File: src/rtl/cdb_arbiter_if.sv
// cdb_arbiter_if: FU completion handshake plus CDB broadcast bundle.
interface cdb_arbiter_if #(parameter int N_FU = 5, parameter int TAG_W = 6, parameter int XLEN = 32);
  logic [N_FU-1:0]       fu_valid;
  logic [N_FU-1:0]       fu_ready;
  logic [N_FU*TAG_W-1:0] fu_tag;
  logic [N_FU*XLEN-1:0]  fu_value;
  logic                  cdb_valid;
  logic [TAG_W-1:0]      cdb_tag;
  logic [XLEN-1:0]       cdb_value;
  logic [2:0]            cdb_fu;
  modport master (output fu_valid, fu_tag, fu_value, input fu_ready, cdb_valid, cdb_tag, cdb_value, cdb_fu);
  modport slave (input fu_valid, fu_tag, fu_value, output fu_ready, cdb_valid, cdb_tag, cdb_value, cdb_fu);
endinterface

File: src/rtl/cdb_arbiter.sv
// cdb_arbiter: per-FU completion FIFOs with round-robin grant onto a registered common data bus.
module cdb_arbiter #(
  parameter int N_FU      = 5,
  parameter int TAG_W     = 6,
  parameter int XLEN      = 32,
  parameter int BUF_DEPTH = 2
) (
  input  logic          clk,
  input  logic          rst_n,
  input  logic          squash_i,
  cdb_arbiter_if.slave  bus
);
  localparam int PW = $clog2(BUF_DEPTH);
  localparam int CW = $clog2(BUF_DEPTH + 1);
  localparam int EW = TAG_W + XLEN;
  logic [CW-1:0]    cnt_q [N_FU];
  logic [CW-1:0]    cnt_d [N_FU];
  logic [PW-1:0]    wp_q [N_FU];
  logic [PW-1:0]    wp_d [N_FU];
  logic [PW-1:0]    rp_q [N_FU];
  logic [PW-1:0]    rp_d [N_FU];
  logic [EW-1:0]    mem_q [N_FU][BUF_DEPTH];
  logic [N_FU-1:0]  rdy, push, pop;
  logic [2:0]       rr_q, rr_d, win, j;
  logic             gnt;
  logic [EW-1:0]    head;
  logic             cv_q, cv_d;
  logic [TAG_W-1:0] ct_q, ct_d;
  logic [XLEN-1:0]  cval_q, cval_d;
  logic [2:0]       cf_q, cf_d;
  // first non-empty FIFO at or above rr_q, wrapping
  always_comb begin
    gnt = 1'b0;
    win = '0;
    j   = '0;
    for (int k = 0; k < N_FU; k++) begin
      j = 3'((32'(rr_q) + k) % N_FU);
      if (!gnt && cnt_q[j] != '0) begin
        gnt = 1'b1;
        win = j;
      end
    end
  end
  // ready comes from registered count only, so no path from the grant back to the FUs
  always_comb begin
    rdy  = '0;
    push = '0;
    pop  = '0;
    for (int i = 0; i < N_FU; i++) begin
      rdy[i]   = cnt_q[i] < CW'(BUF_DEPTH);
      push[i]  = bus.fu_valid[i] && rdy[i] && !squash_i;
      pop[i]   = gnt && !squash_i && win == 3'(i);
      cnt_d[i] = squash_i ? '0 : cnt_q[i] + CW'(push[i]) - CW'(pop[i]);
      wp_d[i]  = squash_i ? '0 : wp_q[i] + PW'(push[i]);
      rp_d[i]  = squash_i ? '0 : rp_q[i] + PW'(pop[i]);
    end
  end
  assign head   = mem_q[win][rp_q[win]];
  assign cv_d   = gnt && !squash_i;
  assign ct_d   = cv_d ? head[EW-1:XLEN] : ct_q;
  assign cval_d = cv_d ? head[XLEN-1:0] : cval_q;
  assign cf_d   = cv_d ? win : cf_q;
  assign rr_d   = cv_d ? 3'((32'(win) + 1) % N_FU) : rr_q;
  always_ff @(posedge clk or negedge rst_n) begin
    if (!rst_n) begin
      cnt_q  <= '{default: '0};
      wp_q   <= '{default: '0};
      rp_q   <= '{default: '0};
      rr_q   <= '0;
      cv_q   <= 1'b0;
      ct_q   <= '0;
      cval_q <= '0;
      cf_q   <= '0;
    end else begin
      cnt_q  <= cnt_d;
      wp_q   <= wp_d;
      rp_q   <= rp_d;
      rr_q   <= rr_d;
      cv_q   <= cv_d;
      ct_q   <= ct_d;
      cval_q <= cval_d;
      cf_q   <= cf_d;
    end
  end
  always_ff @(posedge clk) begin
    for (int i = 0; i < N_FU; i++)
      if (push[i]) mem_q[i][wp_q[i]] <= {bus.fu_tag[i*TAG_W +: TAG_W], bus.fu_value[i*XLEN +: XLEN]};
  end
  assign bus.fu_ready  = rdy;
  assign bus.cdb_valid = cv_q;
  assign bus.cdb_tag   = ct_q;
  assign bus.cdb_value = cval_q;
  assign bus.cdb_fu    = cf_q;
endmodule
File: src/flat_wrapper.sv
// flat-port wrapper written by rule: the top's interface ports become plain ports
module cdb_arbiter_flat 
#(
  parameter int N_FU      = 5,
  parameter int TAG_W     = 6,
  parameter int XLEN      = 32,
  parameter int BUF_DEPTH = 2
)
  (clk, rst_n, squash_i, bus_fu_valid, bus_fu_tag, bus_fu_value, bus_fu_ready, bus_cdb_valid, bus_cdb_tag, bus_cdb_value, bus_cdb_fu);
  cdb_arbiter_if #(.N_FU(N_FU), .TAG_W(TAG_W), .XLEN(XLEN)) bus_i ();
  input  logic clk;
  input  logic rst_n;
  input  logic squash_i;
  input wire logic [$bits(bus_i.fu_valid)-1:0] bus_fu_valid;
  input wire logic [$bits(bus_i.fu_tag)-1:0] bus_fu_tag;
  input wire logic [$bits(bus_i.fu_value)-1:0] bus_fu_value;
  output wire logic [$bits(bus_i.fu_ready)-1:0] bus_fu_ready;
  output wire logic [$bits(bus_i.cdb_valid)-1:0] bus_cdb_valid;
  output wire logic [$bits(bus_i.cdb_tag)-1:0] bus_cdb_tag;
  output wire logic [$bits(bus_i.cdb_value)-1:0] bus_cdb_value;
  output wire logic [$bits(bus_i.cdb_fu)-1:0] bus_cdb_fu;
  assign bus_i.fu_valid = bus_fu_valid;
  assign bus_i.fu_tag = bus_fu_tag;
  assign bus_i.fu_value = bus_fu_value;
  assign bus_fu_ready = bus_i.fu_ready;
  assign bus_cdb_valid = bus_i.cdb_valid;
  assign bus_cdb_tag = bus_i.cdb_tag;
  assign bus_cdb_value = bus_i.cdb_value;
  assign bus_cdb_fu = bus_i.cdb_fu;
  cdb_arbiter #(.N_FU(N_FU), .TAG_W(TAG_W), .XLEN(XLEN), .BUF_DEPTH(BUF_DEPTH)) u_core (.clk(clk), .rst_n(rst_n), .squash_i(squash_i), .bus(bus_i));
endmodule
File: config.mk
export PLATFORM = sky130hd
export DESIGN_NAME = cdb_arbiter_flat
export DESIGN_NICKNAME = d
export VERILOG_FILES = /design/src/rtl/cdb_arbiter_if.sv /design/src/rtl/cdb_arbiter.sv /design/src/flat_wrapper.sv
export SDC_FILE = /design/constraint.sdc
export NUM_CORES = 1
export LEC_CHECK = 0
export BUFFER_PORTS_ARGS = -buffer_cell sky130_fd_sc_hd__buf_4
export CAP_MARGIN = 25
export CORE_MARGIN = 1.5
export CORE_UTILIZATION = 57
export CTS_CLUSTER_DIAMETER = 200
export DETAILED_ROUTE_END_ITERATION = 16
export PLACE_DENSITY = 0.86
export SLEW_MARGIN = 20
export SYNTH_ARGS = -nofsm -noshare
export SYNTH_HDL_FRONTEND = slang
export SYNTH_SLANG_ARGS = --single-unit
File: constraint.sdc
create_clock -name clk -period 9.7 [get_ports clk]
set_clock_uncertainty 0.15 [all_clocks]
set_input_delay 0.485 -clock clk [delete_from_list [all_inputs] [get_ports clk]]
set_output_delay 0.485 -clock clk [all_outputs]
set_load 0.005 [all_outputs]
# ---- Yosys cells after proc, flatten, opt, wreduce, memory -nomap -nowiden
# Memory sizes are Yosys's and may differ from the RTL's.
# Cells that the tools add are included.
dict set report totals {
  ff_bits 65
  ram_bits 380
  inputBits 198
  output_inout_bits 47
  wordCells 192
  n_memories 1
}
dict set report op_classes {
  n_addsub 25
  div_mod_pow 6
  n_lt_le_gt_ge 22
  eq_ne 4
  mux 66
  bitwise_logic 12
  reduce_logical 36
}
# memory words word_bits read_ports rd_clocked_by_memory_dff write_ports line_no
set mem_list {}
lappend mem_list {u_core.mem_q 5 76 1 0 5 cdb_arbiter.sv:22} ;# logic [EW-1:0] mem_q [N_FU][BUF_DEPTH];
# op n
set op_table {}
lappend op_table {{$mux 76} 5}
lappend op_table {{$mux 38} 8}
lappend op_table {{$demux 38 s1} 5}
lappend op_table {{$mod 32x3->32 const B} 5}
lappend op_table {{$mod 3x3->32 const B} 1}
lappend op_table {{$bmux 2 s3} 5}
lappend op_table {{$mux 2} 15}
lappend op_table {{$logic_and 1x1->1} 25}
lappend op_table {{$ge 4x4->1 const B} 6}
lappend op_table {{$not 3->4} 6}
lappend op_table {{$mux 1} 22}
lappend op_table {{$mux 3} 5}
lappend op_table {{$ge 2x2->1 const B} 6}
lappend op_table {{$not 1->2} 6}
lappend op_table {{$add 1x1->1} 10}
lappend op_table {{$add 2x1->2} 5}
lappend op_table {{$lt 2x1->1 const B} 5}
lappend op_table {{$lt 2x2->1 const B} 5}
lappend op_table {{$reduce_bool 2->1} 5}
lappend op_table {{$sub 2x1->2} 5}
lappend op_table {{$add 3x1->4 const B} 2}
lappend op_table {{$add 3x2->4 const B} 2}
lappend op_table {{$eq 3x2->1 const B} 2}
lappend op_table {{$logic_not 1->1} 5}
lappend op_table {{5 further kinds} 5}

# ---- Longest topological paths before layout
dict set report logic_depth {
  word_depth 27
  mapped_depth 31
  ltp_nobuf 27
}

# ---- Least setup slack after synthesis
# Ideal clock, no wire load.
dict set report synth_timing {
  path_kind {register to register}
  startpoint {reg u_core.rr_q[0]}
  endpoint {reg u_core.cnt_q[3] in the netlist's numbering}
  setup_time_ns 0.132
  arrival_time_ns 5.951
  t_required_ns 9.418
  slack_ns 3.467
  stages_incl_launch_ff 32
  path_buffers 4
  synth_period_minus_slack_ns 6.233
  path_cell_list {dfrtp_1 buf_2 inv_1 clkbuf_1 ha_1 inv_1 ha_1 inv_1 ha_1 inv_1 ha_1 nor2b_1 o2111ai_1 nand3_1 nor4b_1 a41oi_1 nand4_1 mux2_2 a31o_2 o21ai_2 inv_2 buf_4 buf_2 ha_1 ha_1 and2_1 ha_1 inv_1 ha_1 xnor2_1 xnor2_1 nor2_1}
}
# element line_no
set synth_rtl {}
lappend synth_rtl {{start, declared} cdb_arbiter.sv:24} ;# logic [2:0] rr_q, rr_d, win, j;
lappend synth_rtl {{start signal, assigned} cdb_arbiter.sv:78} ;# rr_q <= rr_d;
lappend synth_rtl {{end signal, assigned} cdb_arbiter.sv:75} ;# cnt_q <= cnt_d;
lappend synth_rtl {{end, declared} cdb_arbiter.sv:16} ;# logic [CW-1:0] cnt_q [N_FU];

# ---- Worst setup path in the final report
dict set report layout_timing {
  startpoint {reg u_core.rr_q[0]}
  endpoint {reg u_core.cval_q[15], in the netlist u_core.bus.cdb_value[15]}
}
dict set report layout_between {
  elab_chain_len 27
  word_cells_on_any_way 62
  cone_classes {add/sub: 4; div: 5; mux: 31; bitwise: 7; reduce/logical: 14; memory: 1}
}
# element line_no
set layout_lines {}
lappend layout_lines {{branches (longest 27 deep; another with $mod 32x3->32)} n/a}
lappend layout_lines {{end signal, assigned} cdb_arbiter.sv:81} ;# cval_q <= cval_d;
lappend layout_lines {{end, declared} cdb_arbiter.sv:29} ;# logic [XLEN-1:0] cval_q, cval_d;
# Several ways; the timed one is not identified. The select of a mux whose other input is x is not followed.
# A chain may end at the register's enable or synchronous reset.

==> results.json <==
{
  "outcome": "complete, no violations",
  "postSynthAreaPerCell_um2": 15.6,
  "layout.cells.most_common_list": "380 x sky130_fd_sc_hd__edfxtp_1, 307 x sky130_fd_sc_hd__mux2i_1, 258 x sky130_fd_sc_hd__buf_4",
  "synth_edf_count": 380,
  "hold_path.class": "input port to flip-flop",
  "core.rowCount": 67,
  "synth_simple_gate_area_share_pct": 4.90,
  "post-route-drc-count": 0,
  "grt_setup_unrepaired": "false",
  "clock.fmax_ghz": 0.130,
  "fin_nets": 1897,
  "placed_cells_incl_taps": 1879,
  "ys_top_cells_by_area": "sky130_fd_sc_hd__edfxtp_1 59%, sky130_fd_sc_hd__mux2i_1 16%, sky130_fd_sc_hd__dfrtp_1 8.4%",
  "final_min_period_over_clock_period_pct": 79.0,
  "timing.hold.worst.start": "bus_fu_value[130]",
  "syn_inst": 1233,
  "gr-total-overflow": 0,
  "synthToLayoutAreaGrowth_pct": 28.3,
  "async_flop_share_pct": 14.6,
  "layout.area.seq_mm2": 0.0130,
  "cts_htree_levels": 2,
  "tritoncts": "built",
  "routed_wirelength_mm": 57.5,
  "report.final.slew_viol_count": 0,
  "ys_seq_area_share_pct": 67.7,
  "port-buffer-count": 244,
  "placeable_core_region_mm2": 0.0334,
  "cts_num_sinks": 445,
  "synth_top_family_by_area": "multiplexers",
  "ant_nets": 0,
  "final.hold.worst_slack_ns": 0.0107,
  "drt_iter0_markers": 1773,
  "arrival_ns": 7.86,
  "synth_fa_ha_area_share_pct": 2.66,
  "tightestPinTransition_ns": 1.18,
  "finalHoldViolCount": 0,
  "drive_above_1_share_pct": 21.2,
  "floorplan.die_area_mm2": 0.0349,
  "mostFrequentLayoutCell": "sky130_fd_sc_hd__edfxtp_1",
  "synthXorXnorAreaFrac_pct": 0.993,
  "setup-violations-final": 0,
  "ys_dominant_reg_cell": "sky130_fd_sc_hd__edfxtp_1",
  "max_cap_violations": 0,
  "timing.critical_path.fanout_max": 52,
  "cp.required_ns": 9.89,
  "regToRegSetupSlack_ns": 2.03,
  "critical_path_capture_point_type": "flip-flop",
  "stdcell_count": 2144,
  "clk_pin_slew_worst_paths_ns": 0.07,
  "hold_buffers": 173,
  "post-cts-setup-buffer-count": 0,
  "worstReg2RegStart": "u_core.rr_q[0]$_DFFE_PN0P_",
  "grt_util_all_layers_pct": 32.4,
  "synth_compound_area_share_pct": 5.06,
  "synth_area_mm2": 0.0193,
  "worstHoldPathCells": 1,
  "holdPathEnd": "u_core.mem_q[4][40]$_DFFE_PP_",
  "netlist-cell-type-count": 75,
  "post_drt_via_cell_ratio": 6.24,
  "ys_ff_latch": 445,
  "worstSetupPathType": "flip-flop to flip-flop",
  "vias": 13400,
  "synth_top_cell_area_share_pct": 59.2,
  "dp_hpwl_mm": 29.4,
  "synthDominantAreaCellType": "sky130_fd_sc_hd__edfxtp_1",
  "cts_made_buffers": 42,
  "final_core_util_pct": 74.1,
  "clockRootBuffer": "sky130_fd_sc_hd__clkbuf_16",
  "synth_mux_area_share_pct": 16.4,
  "multi_input_comb_area_mm2": 0.00586,
  "rr_endpoint": "u_core.bus.cdb_value[15]$_DFFE_PN0P_",
  "timing.final.crit_period_ns": 7.67,
  "slew_headroom_pct": 21.4,
  "io_pins": 245,
  "route.detailed.wl_per_inst_um": 26.8,
  "clock_latency_ns": 0.54,
  "total_of_warnings_raised_by_yosys": 0,
  "grt_pass1_vias": 14000,
  "dieWidth_um": 187,
  "die_height_um": 187,
  "setup_tns_ns": 0,
  "effective_utilization_at_floorplan_pct": 57.8,
  "synthesized_nets": 1472,
  "cts_buffer_depth": 3,
  "post_cts.resized_instances": 0,
  "grt_pass1_wl_mm": 84.4,
  "start_kind": "flip-flop",
  "detail_route.first_pass.iterations": 6,
  "antenna_violations_before_repair": 2,
  "maximum_number_of_pins_on_one_net_before_global_route_repair": 158,
  "fill_cells": 1887,
  "globalplace.congestion": 0.857,
  "depth_of_the_most_critical_reg_to_reg_path": 21
}
[cell usage after synthesis, drive strengths merged, types with 6 or more instances]
| master | number |
|---|---|
| o221ai | 39 |
| inv | 33 |
| nand2b | 6 |
| a21oi | 15 |
| a211oi | 6 |
| nand2 | 65 |
| mux2i | 308 |
| nor3b | 6 |
| nor2 | 41 |
| nor3 | 13 |
| clkbuf | 25 |
| ha | 41 |
| edfxtp | 380 |
| dfrtp | 65 |
| o21ai | 21 |
| nor2b | 14 |
| nand3 | 12 |
| buf | 36 |
| xnor2 | 20 |
| and3 | 6 |
[flip-flops by register name (all words and copies together) (netlist names)]
register,count
u_core.bus.cdb_fu,3
u_core.bus.cdb_tag,6
u_core.bus.cdb_valid,1
u_core.bus.cdb_value,32
u_core.cnt_q,10
u_core.mem_q,380
u_core.rp_q,5
u_core.rr_q,3
u_core.wp_q,5
[per-stage QoR]
stage	setup WS (ns)	cell area, µm²
floorplan	3.47	19300
global placement	2.39	21500
detailed placement	2.25	21600
CTS	2.21	24600
global route	1.55	24700
finish	2.03	24700
[cell families after synthesis]
| kind of cell | after synthesis |
|---|---|
| simple gates | 187 |
| mux | 314 |
| fa+ha+maj | 41 |
| compound gates | 129 |
| buf+inv | 96 |
| flops | 445 |
| xor+xnor | 21 |
[critical path: stages (launching register included)]
cell	delay, ns
sky130_fd_sc_hd__dfrtp_1	0.32
sky130_fd_sc_hd__buf_4	0.29
sky130_fd_sc_hd__inv_1	0.34
sky130_fd_sc_hd__ha_1	0.84
sky130_fd_sc_hd__clkinv_1	0.45
sky130_fd_sc_hd__nand2_1	0.16
sky130_fd_sc_hd__ha_1	0.25
sky130_fd_sc_hd__nand2b_1	0.17
sky130_fd_sc_hd__a22oi_1	0.41
sky130_fd_sc_hd__o22ai_2	0.15
sky130_fd_sc_hd__xnor2_1	0.32
sky130_fd_sc_hd__nor4bb_2	0.51
sky130_fd_sc_hd__nor4_4	0.12
sky130_fd_sc_hd__nand4_1	0.21
sky130_fd_sc_hd__o32a_1	0.21
sky130_fd_sc_hd__o21ai_2	0.15
sky130_fd_sc_hd__inv_4	0.74
sky130_fd_sc_hd__a31oi_1	0.27
sky130_fd_sc_hd__o21ai_4	0.37
sky130_fd_sc_hd__buf_4	0.47
sky130_fd_sc_hd__mux2i_1	0.33
sky130_fd_sc_hd__o221ai_1	0.22
[cell type report]
cell class / count / area share, %
antenna: 5 / 0.0506
clock buffer: 57 / 4.81
timing repair buffer: 442 / 15.4
sequential: 445 / 52.7
inverter: 35 / 0.541
tap: 448 / 2.27
clock inverter: 20 / 0.511
multi-input combinational: 692 / 23.7
[how the worst max path moves through the flow]
stage	start	to	slack (ns)	cells past startpoint
4_1_cts	u_core.rr_q[0]$_DFFE_PN0P_	u_core.cnt_q[3]$_DFF_PN0_	2.21	26
2_1_floorplan	u_core.rr_q[0]$_DFFE_PN0P_	u_core.cnt_q[3]$_DFF_PN0_	3.47	31
6_report	u_core.rr_q[0]$_DFFE_PN0P_	u_core.bus.cdb_value[15]$_DFFE_PN0P_	2.03	21
5_1_grt	u_core.rr_q[0]$_DFFE_PN0P_	u_core.bus.cdb_value[15]$_DFFE_PN0P_	1.55	21
3_3_place_gp	u_core.rr_q[0]$_DFFE_PN0P_	u_core.cnt_q[3]$_DFF_PN0_	2.39	26
3_5_place_dp	u_core.rr_q[0]$_DFFE_PN0P_	u_core.cnt_q[3]$_DFF_PN0_	2.25	26
[per-layer routing]
layer	global-route usage, %	vias up	share of wire, %
met4	14.3	0	4.4
met1	39.9	6544	35
met5	0	-	0
met3	6.55	204	10
met2	55.7	1023	50
li1	-	5600	-
Power is not shown: default switching activity piles up to over one toggle a cycle in this logic, so the estimate is an artifact.
